==> src/rtl/calc_seq_core.sv <==
// calc_seq_core: sequential add/sub/mul/div calculator with a BCD result.
// Operands are clipped to OP_MAX when a start is accepted in IDLE. Mul is a
// shift-add unit and div is a restoring divider, each taking OP_W cycles.
// The result is then converted to packed BCD by a sequential double-dabble
// that takes 2*OP_W cycles.
// Ports:
//   iCLK, iRST      clock and synchronous active-high reset
//   iSTART          start request, sampled only in IDLE
//   iA, iB, iOP     raw operands and opcode (00 add, 01 sub, 10 mul, 11 div)
//   oBUSY, oDONE    busy level (EXEC/CONV/DONE) and one-cycle completion pulse
//   oRESULT, oREM   binary magnitude (quotient for div) and div remainder
//   oBCD            packed BCD of oRESULT, all 4'hF on divide by zero
//   oNEG, oERR      negative sub result, divide by zero
module calc_seq_core #(
  parameter int unsigned OP_W       = 7,
  parameter int unsigned OP_MAX     = 99,
  parameter int unsigned RES_DIGITS = 4
) (
  input  logic                    iCLK,
  input  logic                    iRST,
  input  logic                    iSTART,
  input  logic [OP_W-1:0]         iA,
  input  logic [OP_W-1:0]         iB,
  input  logic [1:0]              iOP,
  output logic                    oBUSY,
  output logic                    oDONE,
  output logic [2*OP_W-1:0]       oRESULT,
  output logic [OP_W-1:0]         oREM,
  output logic [4*RES_DIGITS-1:0] oBCD,
  output logic                    oNEG,
  output logic                    oERR
);

  localparam int unsigned R_W   = 2 * OP_W;
  localparam int unsigned BCD_W = 4 * RES_DIGITS;
  localparam int unsigned CNT_W = $clog2(R_W + 1);

  localparam logic [1:0] OP_ADD = 2'b00;
  localparam logic [1:0] OP_SUB = 2'b01;
  localparam logic [1:0] OP_MUL = 2'b10;

  typedef enum logic [1:0] {S_IDLE, S_EXEC, S_CONV, S_DONE} state_t;

  state_t             state_q, state_d;
  logic [R_W-1:0]     a_q, a_d;         // A / multiplicand / dividend-quotient shifter
  logic [OP_W-1:0]    b_q, b_d;         // B / multiplier shifter / divisor
  logic [1:0]         op_q, op_d;
  logic [R_W-1:0]     acc_q, acc_d;     // product accumulator
  logic [OP_W-1:0]    wrem_q, wrem_d;   // working remainder
  logic               wneg_q, wneg_d;
  logic               werr_q, werr_d;
  logic [R_W-1:0]     r_q, r_d;         // final binary result awaiting publication
  logic [R_W-1:0]     bin_q, bin_d;     // double-dabble binary shifter
  logic [BCD_W-1:0]   dab_q, dab_d;     // double-dabble BCD shifter
  logic [CNT_W-1:0]   cnt_q, cnt_d;
  logic               busy_q, busy_d;
  logic               done_q, done_d;
  logic [R_W-1:0]     result_q, result_d;
  logic [OP_W-1:0]    rem_q, rem_d;
  logic [BCD_W-1:0]   bcd_q, bcd_d;
  logic               neg_q, neg_d;
  logic               err_q, err_d;

  logic [OP_W-1:0]    a_clip_c, b_clip_c;
  logic [R_W-1:0]     mul_acc_c;
  logic [OP_W:0]      div_try_c;
  logic               div_ge_c;
  logic [OP_W-1:0]    div_rem_c;
  logic [R_W-1:0]     quo_c;
  logic               last_step_c;
  logic [BCD_W-1:0]   dab_adj_c;
  logic [BCD_W-1:0]   dab_next_c;
  logic               exec_fin_c;
  logic [R_W-1:0]     exec_res_c;

  // Datapath helpers for one mul / div step and operand clipping
  always_comb begin
    a_clip_c    = (iA > OP_W'(OP_MAX)) ? OP_W'(OP_MAX) : iA;
    b_clip_c    = (iB > OP_W'(OP_MAX)) ? OP_W'(OP_MAX) : iB;
    mul_acc_c   = acc_q + (b_q[0] ? a_q : '0);
    // Restoring step: bring in the next dividend MSB, subtract if it fits
    div_try_c   = {wrem_q, a_q[OP_W-1]};
    div_ge_c    = (div_try_c >= {1'b0, b_q});
    div_rem_c   = div_ge_c ? OP_W'(div_try_c - {1'b0, b_q}) : OP_W'(div_try_c);
    quo_c       = {a_q[R_W-2:0], div_ge_c};
    last_step_c = (cnt_q == CNT_W'(OP_W - 1));
  end

  // Double-dabble: add 3 to every digit >= 5, then shift in the next bit
  always_comb begin
    dab_adj_c = dab_q;
    for (int unsigned i = 0; i < RES_DIGITS; i++) begin
      if (dab_q[4*i +: 4] >= 4'd5) begin
        dab_adj_c[4*i +: 4] = dab_q[4*i +: 4] + 4'd3;
      end
    end
    dab_next_c = BCD_W'({dab_adj_c, bin_q[R_W-1]});
  end

  // Next-state and datapath control
  always_comb begin
    state_d    = state_q;
    a_d        = a_q;
    b_d        = b_q;
    op_d       = op_q;
    acc_d      = acc_q;
    wrem_d     = wrem_q;
    wneg_d     = wneg_q;
    werr_d     = werr_q;
    r_d        = r_q;
    bin_d      = bin_q;
    dab_d      = dab_q;
    cnt_d      = cnt_q;
    result_d   = result_q;
    rem_d      = rem_q;
    bcd_d      = bcd_q;
    neg_d      = neg_q;
    err_d      = err_q;
    exec_fin_c = 1'b0;
    exec_res_c = '0;

    case (state_q)
      S_IDLE: begin
        if (iSTART) begin
          a_d     = R_W'(a_clip_c);
          b_d     = b_clip_c;
          op_d    = iOP;
          acc_d   = '0;
          wrem_d  = '0;
          cnt_d   = '0;
          state_d = S_EXEC;
        end
      end

      S_EXEC: begin
        wneg_d = 1'b0;
        werr_d = 1'b0;
        case (op_q)
          OP_ADD: begin
            exec_fin_c = 1'b1;
            exec_res_c = a_q + R_W'(b_q);
          end
          OP_SUB: begin
            exec_fin_c = 1'b1;
            if (a_q[OP_W-1:0] < b_q) begin
              exec_res_c = R_W'(b_q - a_q[OP_W-1:0]);
              wneg_d     = 1'b1;
            end else begin
              exec_res_c = R_W'(a_q[OP_W-1:0] - b_q);
            end
          end
          OP_MUL: begin
            acc_d = mul_acc_c;
            a_d   = a_q << 1;
            b_d   = b_q >> 1;
            cnt_d = cnt_q + CNT_W'(1);
            if (last_step_c) begin
              exec_fin_c = 1'b1;
              exec_res_c = mul_acc_c;
            end
          end
          default: begin
            if (b_q == '0) begin
              exec_fin_c = 1'b1;
              werr_d     = 1'b1;
              wrem_d     = '0;
            end else begin
              a_d    = quo_c;
              wrem_d = div_rem_c;
              cnt_d  = cnt_q + CNT_W'(1);
              if (last_step_c) begin
                exec_fin_c = 1'b1;
                exec_res_c = R_W'(quo_c[OP_W-1:0]);
              end
            end
          end
        endcase
        if (exec_fin_c) begin
          r_d     = exec_res_c;
          bin_d   = exec_res_c;
          dab_d   = '0;
          cnt_d   = '0;
          state_d = S_CONV;
        end
      end

      S_CONV: begin
        dab_d = dab_next_c;
        bin_d = bin_q << 1;
        cnt_d = cnt_q + CNT_W'(1);
        if (cnt_q == CNT_W'(R_W - 1)) begin
          // Publish every result field together on DONE entry
          result_d = r_q;
          rem_d    = wrem_q;
          neg_d    = wneg_q;
          err_d    = werr_q;
          bcd_d    = werr_q ? '1 : dab_next_c;
          state_d  = S_DONE;
        end
      end

      S_DONE: state_d = S_IDLE;

      default: state_d = S_IDLE;
    endcase

    busy_d = (state_d != S_IDLE);
    done_d = (state_d == S_DONE);
  end

  // State and output registers
  always_ff @(posedge iCLK) begin
    if (iRST) begin
      state_q  <= S_IDLE;
      a_q      <= '0;
      b_q      <= '0;
      op_q     <= '0;
      acc_q    <= '0;
      wrem_q   <= '0;
      wneg_q   <= 1'b0;
      werr_q   <= 1'b0;
      r_q      <= '0;
      bin_q    <= '0;
      dab_q    <= '0;
      cnt_q    <= '0;
      busy_q   <= 1'b0;
      done_q   <= 1'b0;
      result_q <= '0;
      rem_q    <= '0;
      bcd_q    <= '0;
      neg_q    <= 1'b0;
      err_q    <= 1'b0;
    end else begin
      state_q  <= state_d;
      a_q      <= a_d;
      b_q      <= b_d;
      op_q     <= op_d;
      acc_q    <= acc_d;
      wrem_q   <= wrem_d;
      wneg_q   <= wneg_d;
      werr_q   <= werr_d;
      r_q      <= r_d;
      bin_q    <= bin_d;
      dab_q    <= dab_d;
      cnt_q    <= cnt_d;
      busy_q   <= busy_d;
      done_q   <= done_d;
      result_q <= result_d;
      rem_q    <= rem_d;
      bcd_q    <= bcd_d;
      neg_q    <= neg_d;
      err_q    <= err_d;
    end
  end

  assign oBUSY   = busy_q;
  assign oDONE   = done_q;
  assign oRESULT = result_q;
  assign oREM    = rem_q;
  assign oBCD    = bcd_q;
  assign oNEG    = neg_q;
  assign oERR    = err_q;

endmodule

==> config.mk <==
export PLATFORM = sky130hd
export DESIGN_NAME = calc_seq_core
export DESIGN_NICKNAME = d
export VERILOG_FILES = /design/src/rtl/calc_seq_core.sv
export SDC_FILE = /design/constraint.sdc
export NUM_CORES = 1
export LEC_CHECK = 0
export CAP_MARGIN = 0
export CORE_ASPECT_RATIO = 0.7
export CORE_MARGIN = 2
export CORE_UTILIZATION = 28
export DETAILED_ROUTE_END_ITERATION = 8
export GPL_TIMING_DRIVEN = 0
export SLEW_MARGIN = 20
export SYNTH_ARGS = -nofsm -noshare
export SYNTH_HDL_FRONTEND = slang
export SYNTH_SLANG_ARGS = --single-unit
==> constraint.sdc <==
create_clock -name iCLK -period 2.4 [get_ports iCLK]
set_clock_uncertainty 0.15 [all_clocks]
set_input_delay 0.48 -clock iCLK [delete_from_list [all_inputs] [get_ports iCLK]]
set_output_delay 0.48 -clock iCLK [all_outputs]
set_load 0.03 [all_outputs]
==> metrics.md, run 1 <==
| Metric | Value |
|---|---|
| Sw Ratio | 38.50% |
| Critical path class | register to register |
| DRC violations left | 0 |
| Clock latency on the worst-skew pair | 430 ps |
| Setup crit end kind | register |
| Reg power frac | 28.6% |
| CTS tree | yes |
| Global route overflow | 0 |
| Fill count | 2798 |
| Startpoint types | register |
| DRT antenna net count | 0 |
| H-tree levels | 4 |
| Vias in the first global route | 7161 |
| Largest net degree at the start of global routing | 17 |
| Max_cap viols | 0 |
| Clk slew on worst S/H paths | 70 ps |
| Root buffer cell | clkbuf_16 |
| Die H | 145.0 µm |
| Vias | 7754 |
| Die W | 205.5 µm |
| Power Density | 858.2 nW/µm² |
| First-pass GRT wire length | 41.02 mm |
| Leakage | 4.073 nW |
| Die area | 29810 µm² |
| EDFF count, synth | 0 |
| Initial antenna violation count | 0 |
| Period utilisation layout | 117.8% |
| Final net count | 1178 |
| List of most frequent post-synthesis cells | dfxtp_1, a21oi_1, nand2_1 |
| Max-slew headroom | 44.82% |
| Placement Rows | 51 |
| Min-Delay Path Depth | 2 |
| Drt via density | 5.239 |
| Post-Syn Area | 7958 µm² |
| Failing checks | negative setup slack |
| Worst-margin pin slew | 827.6 ps |
| R2R setup slack | -430 ps |
| IO Port Bufs | 58 |
| Io pins | 60 |
| Placed Area | 9059 µm² |
| Area growth syn-to-layout | 37.15% |
| Mapped Cells | 973 |
| WL per Instance | 18.27 µm |
| Yosys top cell area share | 34.47% |
| Overall Global Routing Usage | 17.83% |
| Clock buffer depth | 2 |
| Status | finished with violations |
| Post-layout util | 39.14% |
| CP max FO | 3 |
| Ys flop type | dfxtp_1 |
| Internal power | 5.761 mW |
| Largest stage delay on the critical path | 390 ps |
| Pre-CTS WS | -681.9 ps |
| Share of cells above drive strength 1 | 23.62% |
| Reg2Reg Depth | 10 |
| Peak supply drop | 0.5679 mV |
| R2R Path End | r_q[6] |
| Maximum clock rate | 353.6 MHz |
| Fin. max-slew vios | 0 |
| Yosys warns | 0 |
| HPWL Detailed | 19.82 mm |
| Drt pass-1 iters | 5 |
| Min-Delay Path Class | register to register |
| Synth Register Bits | 137 |
| Post-Syn Nets | 1055 |
| Num CTS Buffers | 17 |
| Setup WS post-layout | -427.7 ps |
| WP data required | 2550 ps |
| Clock network power share | 29.9% |
| Antenna diode count | 0 |
| Data arrival at the endpoint of the critical path | 2980 ps |
| Asr flop ratio synth | 0% |
| Synth area leader | dfxtp_1 |
| NetSw | 3.606 mW |
| Slowest CP cell | a221o_1 |
| Core area | 27890 µm² |
| Worst min-delay path startpoint | r_q[4] |
| Fin area | 10910 µm² |
| Routability Congestion | 0.9153 |
| Final setup fails | 42 |
| Initial DRC Count | 617 |
| Clk sinks | 137 |
| RSZ-0062 raised after global routing | true |
| Final Hold Fails | 0 |
| Post-synthesis sequential area ratio | 34.47% |
| Hold buffers post-CTS | 0 |
| Largest cells by area after synthesis | dfxtp_1, ha_1, a21oi_1 |
| Initial Util | 28.54% |
| Critical path, cell by cell | ha_4 > ha_4 > fa_2 > a21o_1 > a311oi_2 > o21bai_4 > xnor2_4 > a221o_1 > nor3_4 > a21oi_1 |
| Combinational fraction of design power | 41.5% |
| Mapped Avg Cell Area | 8.178 µm² |
| Tmin final | 2828 ps |
| Distinct cells, synth | 78 |
| Most common cell in the synthesized netlist | dfxtp_1 |
| WHS Endpoint | oRESULT[4] |
| Worst R2R Start | b_q[0] |
| Routed WL | 27.04 mm |
| Most frequent CP cell | ha_4 |
worst max path at each step:
stage / start / to / slack [ps] / depth (start not counted)
2_1_floorplan: b_q[0] / bin_q[6] / -40 / 10
3_3_place_gp: b_q[1] / bin_q[3] / -770 / 9
3_5_place_dp: b_q[1] / bin_q[3] / -680 / 9
4_1_cts: b_q[0] / r_q[6] / -390 / 10
5_1_grt: b_q[0] / r_q[6] / -510 / 10
6_report: b_q[0] / r_q[6] / -430 / 10
per-layer routing:
layer	global-route usage, %	routed length [µm]	vias up
met3	4.605	2018	31
li1	-	-	3714
met2	24.90	11190	269
met1	26.95	13460	3740
met4	3.993	374	0
met5	0	0	-
metrics by stage:
stage	power (mW)	setup TNS [ps]	instances	hold slack, ps
after floorplan	4.595	-120.2	973	278.8
after global placement	5.423	-25610	1402	293.7
after detailed placement	5.418	-24790	1402	294.7
after CTS	8.832	-7281	1461	302.9
after global routing	9.731	-11860	1480	321.1
final	9.366	-8000	1480	296.7
power by group through the flow:
stage	logic, mW	registers [mW]	clock network [mW]
floorplan	1.96	2.64	0
global placement	2.71	2.71	0
detailed placement	2.71	2.71	0
CTS	3.37	2.66	2.81
global route	4.14	2.69	2.90
finish	3.89	2.68	2.80
cells by family (layout without fill, tap and decap cells):
group	after synthesis	after routing	synth area share, %
xor+xnor	37	37	4.072
buf+inv	97	233	5.488
fa+ha+maj	63	63	10.38
compound gates	316	316	25.46
flops	137	137	34.47
simple gates	309	309	18.37
mux	14	14	1.777
final cells by class:
class / count / area [µm²] / area share [%]
Clock buffer: 17 / 425.4 / 3.898
Timing Repair Buffer: 108 / 1027 / 9.412
Tap cell: 371 / 464.2 / 4.253
Sequential cell: 137 / 2775 / 25.43
Buffer: 48 / 286.5 / 2.625
Inverter: 45 / 180.2 / 1.651
Clock inverter: 15 / 190.2 / 1.743
Multi-Input combinational cell: 739 / 5565 / 50.99
timing repair:
action	CTS	global route
setup buffers	31	23
cloned	0	0
pin swaps	46	47
endpoints found under the hold margin	0	0
endpoints found under the setup margin	81	94
gates resized for setup	131	73
state kept, by name, indices dropped and copies added (netlist names), 14 cells and up:
name	cells
a_q	14
acc_q	14
bin_q	14
dab_q	16
oBCD	16
oRESULT	14
r_q	14
critical path, delay by kind of cell (launching register included):
| family | cells | cell delay, ps |
|---|---|---|
| xor gates and xnor gates | 1 | 120 |
| DFF | 1 | 370 |
| AOI/OAI and AO/OA | 5 | 1170 |
| adders and majority gates | 3 | 670 |
| and+or+nand+nor | 1 | 210 |
layout by cell type (no fill, tap or decap), types with 18 or more instances in the layout:
cell type / n
nand2_1: 99
inv_1: 37
clkdlybuf4s50_1: 58
dfxtp_1: 123
o21ai_0: 40
a21oi_1: 94
buf_4: 47
nor2_1: 87
ha_1: 41
xnor2_1: 18
a22oi_1: 18
clkbuf_1: 19
(Power assumes the default switching activity.)
==> run 2, diff against run 1 <==
==> constraint.sdc (replaced) <==
create_clock -name iCLK -period 2.4 [get_ports iCLK]
set_clock_uncertainty 0.15 [all_clocks]
set_input_delay 0.48 -clock iCLK [delete_from_list [all_inputs] [get_ports iCLK]]
set_output_delay 0.48 -clock iCLK [all_outputs]
set_load 0.1 [all_outputs]
==> metrics.md, run 2 (synthesis gave the netlist of run 1 again) <==
| Metric | Value |
|---|---|
| Clk slew on worst S/H paths | 70 ps |
| Leakage | 4.270 nW |
| Worst R2R Start | b_q[0] |
| Core area | 27890 µm² |
| Fill count | 2822 |
| Top cell family by delay on the critical path | compound AO/OA/AOI/OAI gates |
| CP Depth | 10 |
| HPWL Detailed | 19.82 mm |
| Share of cells above drive strength 1 | 23.62% |
| Initial antenna violation count | 0 |
| Most common cell after layout, fill and taps aside | dfxtp_1 |
| Drt pass-1 iters | 5 |
| Die area | 29810 µm² |
| Area growth syn-to-layout | 36.51% |
| Vias | 7772 |
| CP Launch Point | b_q[0] |
| Most frequent CP cell | ha_4 |
| Largest stage delay on the critical path | 390 ps |
| Critical path class | register to register |
| Tot Pwr | 9.396 mW |
| Global route overflow | 0 |
| Max-slew headroom | 34.24% |
| Final net count | 1178 |
| Maximum clock rate | 355.2 MHz |
| Setup crit end kind | register |
| M1 GR Usage | 26.97% |
| RSZ-0062 raised after global routing | true |
| Critical path, cell by cell | ha_4 > ha_4 > fa_2 > a21o_1 > a311oi_2 > o21bai_4 > xnor2_4 > a221o_1 > nor3_4 > a21oi_1 |
| Multi-input gate area | 5565 µm² |
| Reg area | 2775 µm² |
| R2R Path End | r_q[6] |
| H-tree levels | 4 |
| Met2 Use GR | 24.90% |
| Period utilisation layout | 117.3% |
| IO Port Bufs | 58 |
| Die W | 205.5 µm |
| Initial DRC Count | 619 |
| Antenna diode count | 0 |
| Clock buffer depth | 2 |
| Clock latency on the worst-skew pair | 430 ps |
| Startpoint types | register |
| Initial Util | 28.54% |
| Routability Congestion | 0.9153 |
| WL per Instance | 18.28 µm |
| Tmin final | 2816 ps |
| DRC violations left | 0 |
| Fin. max-slew vios | 0 |
| Overall Global Routing Usage | 17.83% |
| Data arrival at the endpoint of the critical path | 2970 ps |
| CP endpoint | r_q[6] |
| Die H | 145.0 µm |
| Routed WL | 27.06 mm |
| Slowest CP cell | a221o_1 |
| Setup WS post-layout | -415.6 ps |
| Vias in the first global route | 7160 |
| CP max FO | 3 |
| Drt via density | 5.251 |
| Io pins | 60 |
| Met3 GRT Util | 4.605% |
| Failing checks | negative setup slack |
| Largest net degree at the start of global routing | 17 |
| Reg2Reg Depth | 10 |
| Min-Delay Path Class | register to register |
| CTS tree | yes |
| DRT antenna net count | 0 |
| Final Hold Fails | 0 |
| Setup total negative slack | -7875 ps |
| First-pass GRT wire length | 41.03 mm |
| Root buffer cell | clkbuf_16 |
| Buf/Inv on CP | 0 |
| Commonest non-fill, non-tap cells in the layout | dfxtp_1, nand2_1, a21oi_1 |
| Max_cap viols | 0 |
| Clk sinks | 137 |
| Placement Rows | 51 |
| Final setup fails | 41 |
| WP data required | 2550 ps |
| Num CTS Buffers | 17 |
| R2R setup slack | -420 ps |
| GR peak layer | met1 |
| Power Density | 864.9 nW/µm² |
| Status | finished with violations |
| Worst-margin pin slew | 990.3 ps |
| Peak supply drop | 0.5707 mV |
run 2: cell types whose count changed in the layout (fill, tap and decap cells not counted):
cell and change:
clkdlybuf4s50_1 -41, dlygate4sd2_1 +41
run 2: tightest hold or removal path, stage by stage (launching register included):
cell and delay [ps]:
dfxtp_1 300, nand2_1 50, a21oi_1 50
run 2: final cells by class:
cell class / instances / share of cell area (%)
Tap cell: 371 / 4.273
Multi-Input combinational cell: 739 / 51.23
Clock buffer: 17 / 3.916
Timing Repair Buffer: 108 / 8.984
Inverter: 45 / 1.659
Buffer: 48 / 2.638
Clock inverter: 15 / 1.751
Sequential cell: 137 / 25.55
run 2: where the power goes:
group	switching [mW]	internal (mW)	total, mW
Combinational	2.28	1.64	3.92
Clock	1.15	1.66	2.80
Sequential	0.214	2.46	2.68
run 2: through the flow:
step	cells	area, µm²	hold slack, ps	util (%)	setup slack [ps]
floorplan	973	8014	278.8	-	-37.85
detailed placement	1402	9059	294.7	32.49	-681.9
global route	1480	10860	321.1	38.96	-512.6
finish	1480	10860	296.7	38.96	-415.6
global placement	1402	9059	293.7	32.49	-767.4
CTS	1461	10380	302.0	37.23	-391.6
run 2: how the worst min path moves through the flow:
stage | from | end | slack, ps | depth (start not counted)
CTS | oRESULT[3] | oRESULT[3] | 300 | 2
detailed placement | r_q[2] | oRESULT[2] | 290 | 2
global placement | r_q[4] | oRESULT[4] | 290 | 2
floorplan | r_q[0] | oRESULT[0] | 280 | 2
finish | r_q[4] | oRESULT[4] | 300 | 2
global route | r_q[4] | oRESULT[4] | 320 | 2
run 2: per-layer routing:
metal | up-vias | share of wire [%] | routed length [µm]
met4 | 0 | 1.4 | 387
li1 | 3716 | - | -
met5 | - | 0 | 0
met1 | 3764 | 50 | 13530
met2 | 258 | 41 | 11200
met3 | 34 | 7.2 | 1939
run 2: repair_timing:
action	4_1_cts	5_1_grt
pin swaps	46	47
cloned	0	0
buffers inserted	31	23
hold buffers	0	0
endpoints found under the setup margin	122	94
resized for setup	172	73
